File: src/rtl/alu_acc_seq.sv
// ---------------------------------------------------------------------------
// alu_acc_seq
//
// Accumulator sequencer placed directly in front of the registered `alu`
// block. It accepts one instruction at a time over a valid/ready handshake,
// presents opcode/operand/accumulator to the ALU, captures the registered ALU
// result one cycle later, optionally writes it back into the 8-bit
// accumulator, and returns the result over a second valid/ready handshake.
// Load instructions bypass the ALU and complete in a single cycle.
//
// Parameters:
//   WIDTH  datapath width (must match the ALU, only 8 is supported)
//   OPW    opcode width
//
// Ports:
//   clk          rising-edge clock
//   reset_n      asynchronous active-low reset
//   instr_valid  instruction present
//   instr_ready  sequencer can accept an instruction (registered)
//   instr_op     ALU opcode
//   instr_data   ALU operand or load value
//   instr_load   1 = load instr_data into the accumulator (no ALU)
//   instr_wb     1 = write the ALU result back into the accumulator
//   alu_opcode   -> ALU opcode
//   alu_data     -> ALU data
//   alu_accum    -> ALU accum
//   alu_result   <- ALU alu_out
//   alu_zero     <- ALU zero
//   res_valid    result present
//   res_ready    consumer accepts the result
//   res_data     result value
//   res_zero     1 iff the accumulator operand of this instruction was 0
//   acc_q        current accumulator value
//
// Optional build macro ALU_ACC_SEQ_CHECK_EN adds a golden-model checker:
//   chk_err      sticky, set on any ALU result mismatch
//   chk_cnt      saturating 8-bit mismatch count
// ---------------------------------------------------------------------------
module alu_acc_seq #(
    parameter int WIDTH = 8,
    parameter int OPW   = 3
) (
    input  logic             clk,
    input  logic             reset_n,
    input  logic             instr_valid,
    output logic             instr_ready,
    input  logic [OPW-1:0]   instr_op,
    input  logic [WIDTH-1:0] instr_data,
    input  logic             instr_load,
    input  logic             instr_wb,
    output logic [OPW-1:0]   alu_opcode,
    output logic [WIDTH-1:0] alu_data,
    output logic [WIDTH-1:0] alu_accum,
    input  logic [WIDTH-1:0] alu_result,
    input  logic             alu_zero,
    output logic             res_valid,
    input  logic             res_ready,
    output logic [WIDTH-1:0] res_data,
    output logic             res_zero,
    output logic [WIDTH-1:0] acc_q
`ifdef ALU_ACC_SEQ_CHECK_EN
    ,
    output logic             chk_err,
    output logic [7:0]       chk_cnt
`endif
);

    typedef enum logic [1:0] {
        IDLE,
        EXEC,
        CAPT,
        RESP
    } state_t;

    state_t state_q;
    state_t state_d;

    logic ready_d;
    logic alu_accept;
    logic load_accept;
    logic capture;
    logic wb_q;

    always_ff @(posedge clk or negedge reset_n) begin
        if (!reset_n) begin
            state_q <= IDLE;
        end else begin
            state_q <= state_d;
        end
    end

    // instr_ready is registered, so its next value is decided here together
    // with the state: it stays low through EXEC/CAPT/RESP and comes back the
    // edge after the result handshake.
    always_comb begin
        state_d     = state_q;
        ready_d     = 1'b0;
        alu_accept  = 1'b0;
        load_accept = 1'b0;
        capture     = 1'b0;
        case (state_q)
            IDLE: begin
                if (instr_valid && instr_ready) begin
                    if (instr_load) begin
                        load_accept = 1'b1;
                        state_d     = RESP;
                    end else begin
                        alu_accept  = 1'b1;
                        state_d     = EXEC;
                    end
                end else begin
                    ready_d = 1'b1;
                end
            end
            EXEC: begin
                state_d = CAPT;
            end
            CAPT: begin
                capture = 1'b1;
                state_d = RESP;
            end
            RESP: begin
                if (res_ready) begin
                    ready_d = 1'b1;
                    state_d = IDLE;
                end
            end
            default: begin
                state_d = IDLE;
            end
        endcase
    end

    assign res_valid = (state_q == RESP);

    // ALU inputs are loaded only on an accepted ALU instruction and otherwise
    // hold, so the ALU always sees stable, defined operands. The write-back
    // flag is latched alongside so later input changes cannot affect it.
    always_ff @(posedge clk or negedge reset_n) begin
        if (!reset_n) begin
            instr_ready <= 1'b0;
            alu_opcode  <= '0;
            alu_data    <= '0;
            alu_accum   <= '0;
            wb_q        <= 1'b0;
            acc_q       <= '0;
            res_data    <= '0;
            res_zero    <= 1'b0;
        end else begin
            instr_ready <= ready_d;
            if (alu_accept) begin
                alu_opcode <= instr_op;
                alu_data   <= instr_data;
                alu_accum  <= acc_q;
                wb_q       <= instr_wb;
            end
            if (load_accept) begin
                acc_q    <= instr_data;
                res_data <= instr_data;
                res_zero <= (acc_q == '0);
            end
            if (capture) begin
                res_data <= alu_result;
                res_zero <= alu_zero;
                if (wb_q) begin
                    acc_q <= alu_result;
                end
            end
        end
    end

`ifdef ALU_ACC_SEQ_CHECK_EN
    logic [WIDTH-1:0] golden;

    // Reference ALU function evaluated on the operands held in the alu_*
    // registers, which are still stable when the result is captured.
    always_comb begin
        golden = alu_accum;
        case (alu_opcode)
            OPW'(0): golden = alu_accum;
            OPW'(1): golden = alu_accum + alu_data;
            OPW'(2): golden = alu_accum - alu_data;
            OPW'(3): golden = alu_accum & alu_data;
            OPW'(4): golden = alu_accum ^ alu_data;
            OPW'(5): golden = ~alu_accum + WIDTH'(1);
            OPW'(6): golden = (alu_accum * WIDTH'(5)) + (alu_accum >> 3);
            OPW'(7): golden = (alu_accum >= WIDTH'(32)) ? alu_data : ~alu_data;
            default: golden = alu_accum;
        endcase
    end

    always_ff @(posedge clk or negedge reset_n) begin
        if (!reset_n) begin
            chk_err <= 1'b0;
            chk_cnt <= 8'd0;
        end else if (capture && (alu_result != golden)) begin
            chk_err <= 1'b1;
            if (chk_cnt != 8'hFF) begin
                chk_cnt <= chk_cnt + 8'd1;
            end
        end
    end
`endif

endmodule

File: config.mk
export PLATFORM = sky130hd
export DESIGN_NAME = alu_acc_seq
export DESIGN_NICKNAME = d
export VERILOG_FILES = /design/src/rtl/alu_acc_seq.sv
export SDC_FILE = /design/constraint.sdc
export NUM_CORES = 1
export LEC_CHECK = 0
export BUFFER_PORTS_ARGS = -buffer_cell sky130_fd_sc_hd__buf_4
export CAP_MARGIN = 20
export CORE_MARGIN = 2
export CORE_UTILIZATION = 52
export CTS_BUF_LIST = sky130_fd_sc_hd__clkbuf_16
export DETAILED_ROUTE_END_ITERATION = 16
export HOLD_SLACK_MARGIN = 0.1
export PLACE_DENSITY = 0.83
export SLEW_MARGIN = 20
export SYNTH_ARGS = -nofsm -noshare
export SYNTH_HDL_FRONTEND = slang
export SYNTH_SLANG_ARGS = --single-unit
File: constraint.sdc
create_clock -name clk -period 2.8 [get_ports clk]
set_input_delay 0.42 -clock clk [delete_from_list [all_inputs] [get_ports clk]]
set_output_delay 0.42 -clock clk [all_outputs]
set_load 0.005 [all_outputs]
==> results by group <==
Logic synthesis
  – Mapped cell area: 1770 um^2
  – Post-synth EDFFs: 0
  – Mux share of post-synthesis cell area: between 20% and 30%
  – Adder-Cell Fraction of Synth Area: roughly 2.1%
  – Largest family of logic cells by synthesized area: multiplexers
  – Post-Synth XOR/XNOR Area: 0%
  – Simple-Gate Fraction of Synth Area: about 8.4%
  – Synth area leader: dfrtp_1
  – Yosys synthesis warning count: 0
  – Synth area leaders: dfrtp_1 57%, mux2_2 13%, mux2i_1 9.1%
  – Main synth FF type: dfrtp_1
  – Complex-gate fraction of the synthesized area: between 7 and 8%
  – Synthesized area per cell: between 10 and 15 um^2
  – Syn_nets: 170
  – Post-synthesis cell type count: 25
  – Top-area cell type share of the netlist area: 56.6%
  – Share of flip-flops with an asynchronous set or reset: 100%
  – Mapped Cells: about 140
  – Post-synthesis sequential area ratio: between 50% and 60%
  – Number of synthesized register bits: 40

GRT
  – Largest net degree at the start of global routing: between 40 and 50
  – Initial antenna violation count: 0
  – Total GRT Usage: around 23%
  – Vias in the first global route: around 1400
  – Global-route wire length before repair: roughly 7000 um
  – Final global-route overflow total: 0

Critical path
  – CP Launch Point: state_q[0]
  – Setup Crit Path Kind: reg2reg
  – Worst-path maximum fanout: 20
  – Type of origin of the critical path: register
  – Crit path capture type: register
  – Required @ worst endpoint: approximately 3 ns
  – Worst reg2reg path startpoint: state_q[0]
  – Critical Path AT: between 2 and 2.5 ns

CTS
  – Clock Latency Late Sink: between 0.2 and 0.3 ns
  – TritonCTS clock tree: built
  – Hold-fix buffers, CTS: 0
  – Post-CTS Setup Repair Bufs: 0
  – CTS H-tree lvls: 2
  – Worst-path clk slew: 0.05 ns
  – Sinks on the clock net: 40
  – CTS Root Buffer Type: clkbuf_16
  – CTS resizes: 0
  – Num CTS Buffers: 5
  – Clock Tree Buf Depth: 2

Finish
  – Layout Nets: between 200 and 250
  – Final std cells w/o fill: about 250
  – Commonest non-fill, non-tap cell in the layout: buf_4
  – Final Core Density: between 70 and 80%
  – # diodes: 0
  – Fraction of layout cells with a size suffix above 1: a little under half
  – # fillers: approximately 260
  – Final instance area: between 2000 and 2500 um^2
  – Register area: roughly 1000 um^2
  – Area Growth Syn to Fin: 35.4%
  – Leading cell types in the layout, fill and taps excluded: 65 x buf_4, 40 x dfrtp_1, 20 x mux2_2
  – Multi-input gate area: between 700 and 800 um^2

Timing
  – # setup viols final: 0
  – Slew @ Worst Pin: 0.637 ns
  – Final hold violations: 0
  – Period utilization: between 60 and 70%
  – Fin crit period: between 1.5 and 2 ns
  – RSZ-0062 raised after global routing: no
  – Clk_skew: ~0.0043 ns
  – Slew Limit Fails: 0
  – Sum Neg Setup Slack: 0 ns
  – Worst rel slew slack: 57.5%
  – Fmax: between 0.5 and 0.6 GHz
  – Setup ws final: approximately 0.9 ns

Flow run
  – Max Cap Viol: 0

Die
  – Ports: 64
  – Die Span X: approximately 62 um
  – Cell Rows: 21
  – Core Box Area: between 3000 and 4000 um^2
  – Die H: roughly 62 um
  – Area of the die: ~3900 um^2
  – Starting density of the core: 53.4%

Status
  – Status: finished, final reports clean

Drt
  – Initial drt markers: 89
  – # DRC: 0
  – Routed WL: between 4000 and 5000 um
  – DR pass1 iterations: 4
  – Average wire per standard cell: ~16 um
  – Via count: about 1300
  – Routed Antenna Nets: 0
  – Vias per cell: roughly 5.3

Placed design
  – Placer Congestion: between 0.7 and 0.8
  – Cells after DPL: between 200 and 250
  – Post-DP HPWL: approximately 2800 um
  – Port Buffer Count: 63
  – Cell Area, Placed: ~2300 um^2
  – Dpl ws: ~0.95 ns

Pwr
  – Worst VDD drop: approximately 0.00065 V
  – Leakage: around 0.0013 uW
  – Power Dens Cells: approximately 1000 nW/um^2

Worst hold path
  – HP Class: in2async
area by class of cell:
cell class	count	share of cell area, %
clock buffers	5	5.23
inverters	2	0.314
clock inverters	3	0.470
flip-flops and latches	40	41.8
well taps	46	2.40
multi-input cells	91	29.4
repair buffers	65	20.4
flip-flops by register name (all words and copies together) (netlist names):
| name | cells |
|---|---|
| acc_q | 8 |
| alu_accum | 8 |
| alu_data | 8 |
| alu_opcode | 3 |
| instr_ready | 1 |
| res_data | 8 |
| res_zero | 1 |
| state_q | 2 |
| wb_q | 1 |
synthesized netlist by cell type (2+ instances only):
cell type and number:
a21oi_1 3, buf_2 2, clkbuf_1 3, dfrtp_1 40, ha_1 3, inv_1 2
mux2_2 20, mux2i_1 16, nand2_1 17, nor2_1 3, nor2b_1 2, nor4_1 2
o21ai_0 16
cell families (layout without fill, tap and decap cells):
logic type,count (synthesis),count (layout)
DFF,40,40
muxes,36,36
and+or+nand+nor,29,29
AOI/OAI and AO/OA,23,23
buffers and inverters,10,75
adders and majority gates,3,3
report_power, final:
| group | switching, uW | total, uW | internal (uW) |
|---|---|---|---|
| clock network | 207 | 527 | 320 |
| logic | 400 | 959 | 559 |
| registers | 180 | 1020 | 839 |
| total | 787 | 2500 | 1720 |
path summary, 6_finish.rpt:
path	to	slack, ns	cells after the start
max	acc_q[4]	0.90	4
min	alu_data[1]	0.11	1
max reg2reg	acc_q[4]	0.90	4
min reg2reg	wb_q	0.50	1
max in group asynchronous	alu_data[7]	2.34	1
min in group clk	acc_q[2]	0.36	3
through the flow:
step	hold slack (ns)	total power [uW]
floorplan	0.124	1450
global placement	0.416	1910
detailed placement	0.422	1980
CTS	0.128	2530
global route	0.155	2690
finish	0.114	2500
worst max-delay path, stage by stage (launching register included):
cell	delay [ns]
dfrtp_1	0.40
inv_1	0.11
ha_1	0.58
and2_1	0.50
o21ai_0	0.17
routing by layer:
metal | wire length (um) | track usage, % | vias up
li1 | - | - | 626
met1 | 1630 | 27.5 | 653
met2 | 2090 | 40.2 | 43
met3 | 249 | 8.33 | 4
met4 | 40 | 4.17 | 0
met5 | 0 | 0 | -
(Power assumes the default switching activity.)
